<file path="config.mk">
export PLATFORM = sky130hd
export DESIGN_NAME = id_ex_stage
export DESIGN_NICKNAME = d
export VERILOG_FILES = /design/src/rtl/id_ex_stage_pkg.sv /design/src/rtl/id_ex_stage_operand_forward.sv /design/src/rtl/id_ex_stage.sv
export SDC_FILE = /design/constraint.sdc
export NUM_CORES = 1
export LEC_CHECK = 0
export CORE_MARGIN = 2
export CORE_UTILIZATION = 45
export DETAILED_ROUTE_END_ITERATION = 16
export PLACE_DENSITY_LB_ADDON = 0.12
export SETUP_SLACK_MARGIN = 0.05
export SKIP_CTS_REPAIR_TIMING = 1
export SYNTH_ARGS = -nofsm -noshare
export SYNTH_HDL_FRONTEND = slang
export SYNTH_SLANG_ARGS = --single-unit
</file>
<file path="constraint.sdc">
create_clock -name clk -period 5.71 [get_ports clk]
set_input_delay 1.142 -clock clk [delete_from_list [all_inputs] [get_ports clk]]
set_output_delay 1.142 -clock clk [all_outputs]
set_load 0.03 [all_outputs]
</file>
<file path="src/rtl/id_ex_stage_pkg.sv">
// Shared types for the ID/EX register: registered-field layout, forward selects, ALU encoding.
package id_ex_stage_pkg;
  localparam int XLEN_P = 32;
  localparam int RAW_P  = 5;

  localparam logic [2:0] ALU_ADD = 3'b000;

  typedef enum logic [1:0] {FWD_NONE, FWD_MEM, FWD_WB} fwd_sel_t;

  typedef struct packed {
    logic              valid;
    logic [XLEN_P-1:0] pc;
    logic [XLEN_P-1:0] rs1_data;
    logic [XLEN_P-1:0] rs2_data;
    logic [XLEN_P-1:0] imm;
    logic [RAW_P-1:0]  rs1;
    logic [RAW_P-1:0]  rs2;
    logic [RAW_P-1:0]  rd;
    logic [2:0]        alu_control;
    logic              alu_src;
    logic              reg_write;
    logic              mem_read;
    logic              mem_write;
    logic              mem_to_reg;
  } id_ex_t;

  // Empty EX slot: used for reset, flush and load-use bubbles alike.
  function automatic id_ex_t id_ex_bubble();
    id_ex_t b;
    b             = '0;
    b.alu_control = ALU_ADD;
    return b;
  endfunction
endpackage

</file>
<file path="src/rtl/id_ex_stage_operand_forward.sv">
// One-operand bypass mux: MEM result beats WB result beats the registered read data.
module operand_forward
  import id_ex_stage_pkg::*;
#(
  parameter int XLEN       = 32,
  parameter int REG_ADDR_W = 5
) (
  input  logic [REG_ADDR_W-1:0] rs_i,
  input  logic [XLEN-1:0]       reg_data_i,
  input  logic                  mem_reg_write_i,
  input  logic [REG_ADDR_W-1:0] mem_rd_i,
  input  logic [XLEN-1:0]       mem_result_i,
  input  logic                  wb_reg_write_i,
  input  logic [REG_ADDR_W-1:0] wb_rd_i,
  input  logic [XLEN-1:0]       wb_result_i,
  output logic [XLEN-1:0]       data_o
);
  fwd_sel_t sel;

  // x0 is hardwired zero, so a match on index 0 must never bypass.
  always_comb begin
    sel = FWD_NONE;
    if (rs_i != '0) begin
      if (mem_reg_write_i && (mem_rd_i == rs_i))     sel = FWD_MEM;
      else if (wb_reg_write_i && (wb_rd_i == rs_i))  sel = FWD_WB;
    end
  end

  always_comb begin
    unique case (sel)
      FWD_MEM: data_o = mem_result_i;
      FWD_WB:  data_o = wb_result_i;
      default: data_o = reg_data_i;
    endcase
  end
endmodule

</file>
<file path="src/rtl/id_ex_stage.sv">
// ID/EX pipeline register with load-use detection and EX-side operand forwarding.
module id_ex_stage
  import id_ex_stage_pkg::*;
#(
  parameter int XLEN       = XLEN_P,
  parameter int REG_ADDR_W = RAW_P
) (
  input  logic                  clk,
  input  logic                  reset,
  input  logic                  id_valid,
  input  logic [XLEN-1:0]       id_pc,
  input  logic [XLEN-1:0]       id_rs1_data,
  input  logic [XLEN-1:0]       id_rs2_data,
  input  logic [XLEN-1:0]       id_imm,
  input  logic [REG_ADDR_W-1:0] id_rs1,
  input  logic [REG_ADDR_W-1:0] id_rs2,
  input  logic                  id_uses_rs2,
  input  logic [REG_ADDR_W-1:0] id_rd,
  input  logic [2:0]            id_alu_control,
  input  logic                  id_alu_src,
  input  logic                  id_reg_write,
  input  logic                  id_mem_read,
  input  logic                  id_mem_write,
  input  logic                  id_mem_to_reg,
  input  logic                  stall,
  input  logic                  flush,
  input  logic                  mem_reg_write,
  input  logic [REG_ADDR_W-1:0] mem_rd,
  input  logic [XLEN-1:0]       mem_result,
  input  logic                  wb_reg_write,
  input  logic [REG_ADDR_W-1:0] wb_rd,
  input  logic [XLEN-1:0]       wb_result,
  output logic                  load_use_hazard,
  output logic                  ex_valid,
  output logic [XLEN-1:0]       ex_pc,
  output logic [2:0]            ex_alu_control,
  output logic [XLEN-1:0]       ex_left_operand,
  output logic [XLEN-1:0]       ex_right_operand,
  output logic [XLEN-1:0]       ex_store_data,
  output logic [REG_ADDR_W-1:0] ex_rd,
  output logic                  ex_reg_write,
  output logic                  ex_mem_read,
  output logic                  ex_mem_write,
  output logic                  ex_mem_to_reg
);
  id_ex_t          ex_q, ex_d;
  logic [XLEN-1:0] fwd_rs1, fwd_rs2;
  logic            wb_hit_rs1, wb_hit_rs2;

  assign load_use_hazard = id_valid & ex_q.valid & ex_q.mem_read & (ex_q.rd != '0)
                         & ((id_rs1 == ex_q.rd) | (id_uses_rs2 & (id_rs2 == ex_q.rd)));

  assign wb_hit_rs1 = wb_reg_write & (wb_rd != '0) & (wb_rd == ex_q.rs1);
  assign wb_hit_rs2 = wb_reg_write & (wb_rd != '0) & (wb_rd == ex_q.rs2);

  always_comb begin
    ex_d = ex_q;
    if (flush) begin
      ex_d = id_ex_bubble();
    end else if (stall) begin
      // The WB producer retires while we hold; latch it so it is not lost.
      if (wb_hit_rs1) ex_d.rs1_data = wb_result;
      if (wb_hit_rs2) ex_d.rs2_data = wb_result;
    end else if (load_use_hazard) begin
      ex_d = id_ex_bubble();
    end else begin
      ex_d.valid       = id_valid;
      ex_d.pc          = id_pc;
      ex_d.rs1_data    = id_rs1_data;
      ex_d.rs2_data    = id_rs2_data;
      ex_d.imm         = id_imm;
      ex_d.rs1         = id_rs1;
      ex_d.rs2         = id_rs2;
      ex_d.rd          = id_rd;
      ex_d.alu_control = id_alu_control;
      ex_d.alu_src     = id_alu_src;
      ex_d.reg_write   = id_valid & id_reg_write;
      ex_d.mem_read    = id_valid & id_mem_read;
      ex_d.mem_write   = id_valid & id_mem_write;
      ex_d.mem_to_reg  = id_valid & id_mem_to_reg;
    end
  end

  always_ff @(posedge clk or posedge reset) begin
    if (reset) ex_q <= id_ex_bubble();
    else       ex_q <= ex_d;
  end

  operand_forward #(.XLEN(XLEN), .REG_ADDR_W(REG_ADDR_W)) u_fwd_rs1 (
    .rs_i(ex_q.rs1), .reg_data_i(ex_q.rs1_data),
    .mem_reg_write_i(mem_reg_write), .mem_rd_i(mem_rd), .mem_result_i(mem_result),
    .wb_reg_write_i(wb_reg_write), .wb_rd_i(wb_rd), .wb_result_i(wb_result),
    .data_o(fwd_rs1)
  );

  operand_forward #(.XLEN(XLEN), .REG_ADDR_W(REG_ADDR_W)) u_fwd_rs2 (
    .rs_i(ex_q.rs2), .reg_data_i(ex_q.rs2_data),
    .mem_reg_write_i(mem_reg_write), .mem_rd_i(mem_rd), .mem_result_i(mem_result),
    .wb_reg_write_i(wb_reg_write), .wb_rd_i(wb_rd), .wb_result_i(wb_result),
    .data_o(fwd_rs2)
  );

  assign ex_valid         = ex_q.valid;
  assign ex_pc            = ex_q.pc;
  assign ex_alu_control   = ex_q.alu_control;
  assign ex_left_operand  = fwd_rs1;
  assign ex_right_operand = ex_q.alu_src ? ex_q.imm : fwd_rs2;
  assign ex_store_data    = fwd_rs2;
  assign ex_rd            = ex_q.rd;
  assign ex_reg_write     = ex_q.reg_write;
  assign ex_mem_read      = ex_q.mem_read;
  assign ex_mem_write     = ex_q.mem_write;
  assign ex_mem_to_reg    = ex_q.mem_to_reg;
endmodule

</file>
==> summary.md <==
| Metric | Value |
|---|---|
| DRC viols | 0 |
| P_sw | roughly 0.0011 W |
| Routed vias | 10200 |
| Core Region | 0.0218 mm2 |
| RSZ-0062 raised after global routing | false |
| Residual overflow from global routing | 0 |
| Die Width | 153 um |
| Die height | 153 um |
| Post-route cell area | ~0.014 mm2 |
| Count leader, synth | o21ai_0 |
| Pre-Repair DR Iteration Count | 5 |
| CP bufs+invs | 3 |
| Crit path time final | 5.57 ns |
| Relative max-transition margin | 25.9% |
| Rows | 54 |
| Outcome | complete, no violations |
| Yosys cell types | 29 |
| Int Power | 0.00219 W |
| Critical path, cell by cell | clkdlybuf4s50_1 > or4_4 > o21ai_4 > or3_2 > nand2b_1 > ha_2 > buf_12 > o21ai_0 > mux2_2 > buf_4 |
| Hpwl dp | 24700 um |
| Max Cap Viol | 0 |
| HP Class | flip-flop to flip-flop |
| FF+latch count, synth | 152 |
| Sw frac | 33.4% |
| ANT cells | 0 |
| Post-synth ARST share | 100% |
| First-pass GRT wire length | 56800 um |
| Number of H-tree levels | 4 |
| Slowest-stage cell, CP | or4_4 |
| WL final | roughly 36000 um |
| Final ANT Viol Nets | 0 |
| Placed Area | 0.0134 mm2 |
| Most common flop cell mapped by yosys | dfrtp_1 |
| IO Pins | 375 |
| Max incr delay on CP | 0.57 ns |
| Number of synthesized flops with an enable pin | 0 |
| Slew @ Worst Pin | 1.11 ns |
| Initial antenna violation count | 0 |
| Biggest register | ex_q |
| Initial DRC count | around 870 |
| Final Skew | 0.0125 ns |
| Pins Over Slew Limit | 0 |
| Period utilisation layout | 97.6% |
| Mean Syn Cell Area | around 8 um2 |
| Yosys top cell area share | 38.3% |
| Setup violations, final | 0 |
| Startpoint types | input port |
| WP data required | 4.57 ns |
| Peak supply drop | 161 uV |
| Max reg flops | about 110 |
| Seq pwr share | 36.9% |
| Cell family contributing the most delay on the critical path | simple AND/OR/NAND/NOR gates |
| Arrival time of the worst setup path | 4.43 ns |
| Layout area overhead | 40.7% |
| Sequential share of the synthesized area | 38.3% |
| Area of the die | 0.0233 mm2 |
| TritonCTS clock tree | done |
| Synth top area cells | dfrtp_1 (38%), o21ai_0 (12%), nand2_1 (5.3%) |
| Vias in the first global route | 10000 |
| Static Leak | 5.69 nW |
| Buffers on Ports | roughly 370 |
| PD cells | between 200 and 250 mW/mm2 |
| Effective utilization at floorplan | a little under half |
| Clock slew at reported path FFs | 0.06 ns |
| CTS buffer count | 17 |
| Vias/cell | a little under 6 |
| Leading area contributor after synthesis | dfrtp_1 |
| Final net count | 1713 |
| Clk pwr share | 34.9% |
| Synth Cell Area | 0.00994 mm2 |
| Synth top cells by count | o21ai_0 (238), dfrtp_1 (152), nand2_1 (141), clkbuf_1 (99), nor2_1 (71) |
| CP endpoint kind | primary output |
| Largest net degree at the start of global routing | 108 |
| Final hold vios | 0 |
| Wire length per cell | a little over 20 um |
| Clk root buf | clkbuf_16 |
| All-Layer GR Usage | 30.2% |
| Final core occ | 64.2% |
| Cells after synthesis | between 1000 and 1500 |
| Skew-Pair Late Insertion Delay | 0.42 ns |
| Setup_tns | 0 ns |
| CP Max Fanout | 28 |
| Comb power frac | about 28% |
| Crit Path Category | input port to primary output |
| Max clock buf depth | 2 |
| Net Count, Synth | roughly 1500 |
| Clock sinks | about 150 |
| GPL Wtd Cong | 0.968 |
| Yosys warns | 0 |
| Max Fclk | 0.179 GHz |
| Share of cells above drive strength 1 | between 10% and 20% |
cell usage in the layout, fill, tap and decap left out, drive strengths merged, types with 2 or more instances in the layout:
cell / instances
clkdlybuf4s50: 276
o21ai: 239
dfrtp: 152
nand2: 141
buf: 118
nor2: 71
nor3b: 64
o22ai: 64
a22oi: 64
nand3b: 55
inv: 54
o41ai: 42
nor2b: 33
mux2: 32
clkbuf: 18
xor2: 17
xnor2: 13
nand3: 9
or4: 4
clkinv: 4
ha: 4
nor4: 3
o31ai: 2
or3: 2
nand2b: 2
clkinvlp: 2
nor3: 2
cell type report:
type,count,area [um2]
inverters,47,181
clock buffers,18,429
fillers,1928,7780
repair buffers,394,3810
clock inverters,14,159
multi-input cells,864,5240
well taps,280,350
flip-flops and latches,152,3800
cell families (layout without fill, tap and decap cells):
kind of cell	count (synthesis)	in the layout	synth area share (%)
compound gates	412	412	25.1
xor+xnor	30	30	2.64
fa+ha+maj	4	4	0.504
buf+inv	198	473	9.34
flops	152	152	38.3
mux	32	32	3.63
simple gates	386	386	20.5
power groups by stage:
stage | clock network (W) | registers [W] | logic [W]
final | 0.00115 | 0.00121 | 0.000926
after global routing | 0.00122 | 0.00122 | 0.000986
after CTS | 0.00116 | 0.00121 | 0.000926
after detailed placement | 0 | 0.00123 | 0.000924
after global placement | 0 | 0.00123 | 0.000916
after floorplan | 0 | 0.00121 | 0.000500
final timing paths:
kind                                start  slack (ns)                  end  depth (start not counted)
worst max-delay path             wb_rd[0]        0.14  ex_right_operand[9]                         10
max in group asynchronous           reset        3.60             ex_q[78]                          3
min in group asynchronous           reset        1.18             ex_q[94]                          2
worst min register to register  ex_pc[18]        0.48            ex_pc[18]                          2
worst min-delay path            ex_pc[18]        0.48            ex_pc[18]                          2
worst max register to register   ex_rd[3]        2.37            ex_q[100]                          7
tightest hold or removal path: cells and delay by family, from the launching register on:
kind             cells  cell delay, ns
AO/OA/AOI/OAI        1            0.05
flip-flops           1            0.34
AND/OR/NAND/NOR      1            0.05
metrics by stage:
stage	power, W	setup WS, ns	hold slack (ns)	std cells
final	0.00329	0.138	0.477	1769
after global routing	0.00343	0.0509	0.496	1769
after CTS	0.00330	0.219	0.479	1769
after detailed placement	0.00215	0.220	0.462	1737
after global placement	0.00214	0.266	0.456	1737
after floorplan	0.00172	0.475	0.444	1214
metal layers:
| layer | wire length (um) | GRT usage (%) | vias up |
|---|---|---|---|
| li1 | - | - | 4815 |
| met1 | 15300 | 40.7 | 4848 |
| met2 | 16500 | 47.0 | 486 |
| met3 | 3070 | 6.91 | 78 |
| met4 | 1370 | 12.2 | 0 |
| met5 | 0 | 0 | - |
Power figures use the tool's default switching activity.
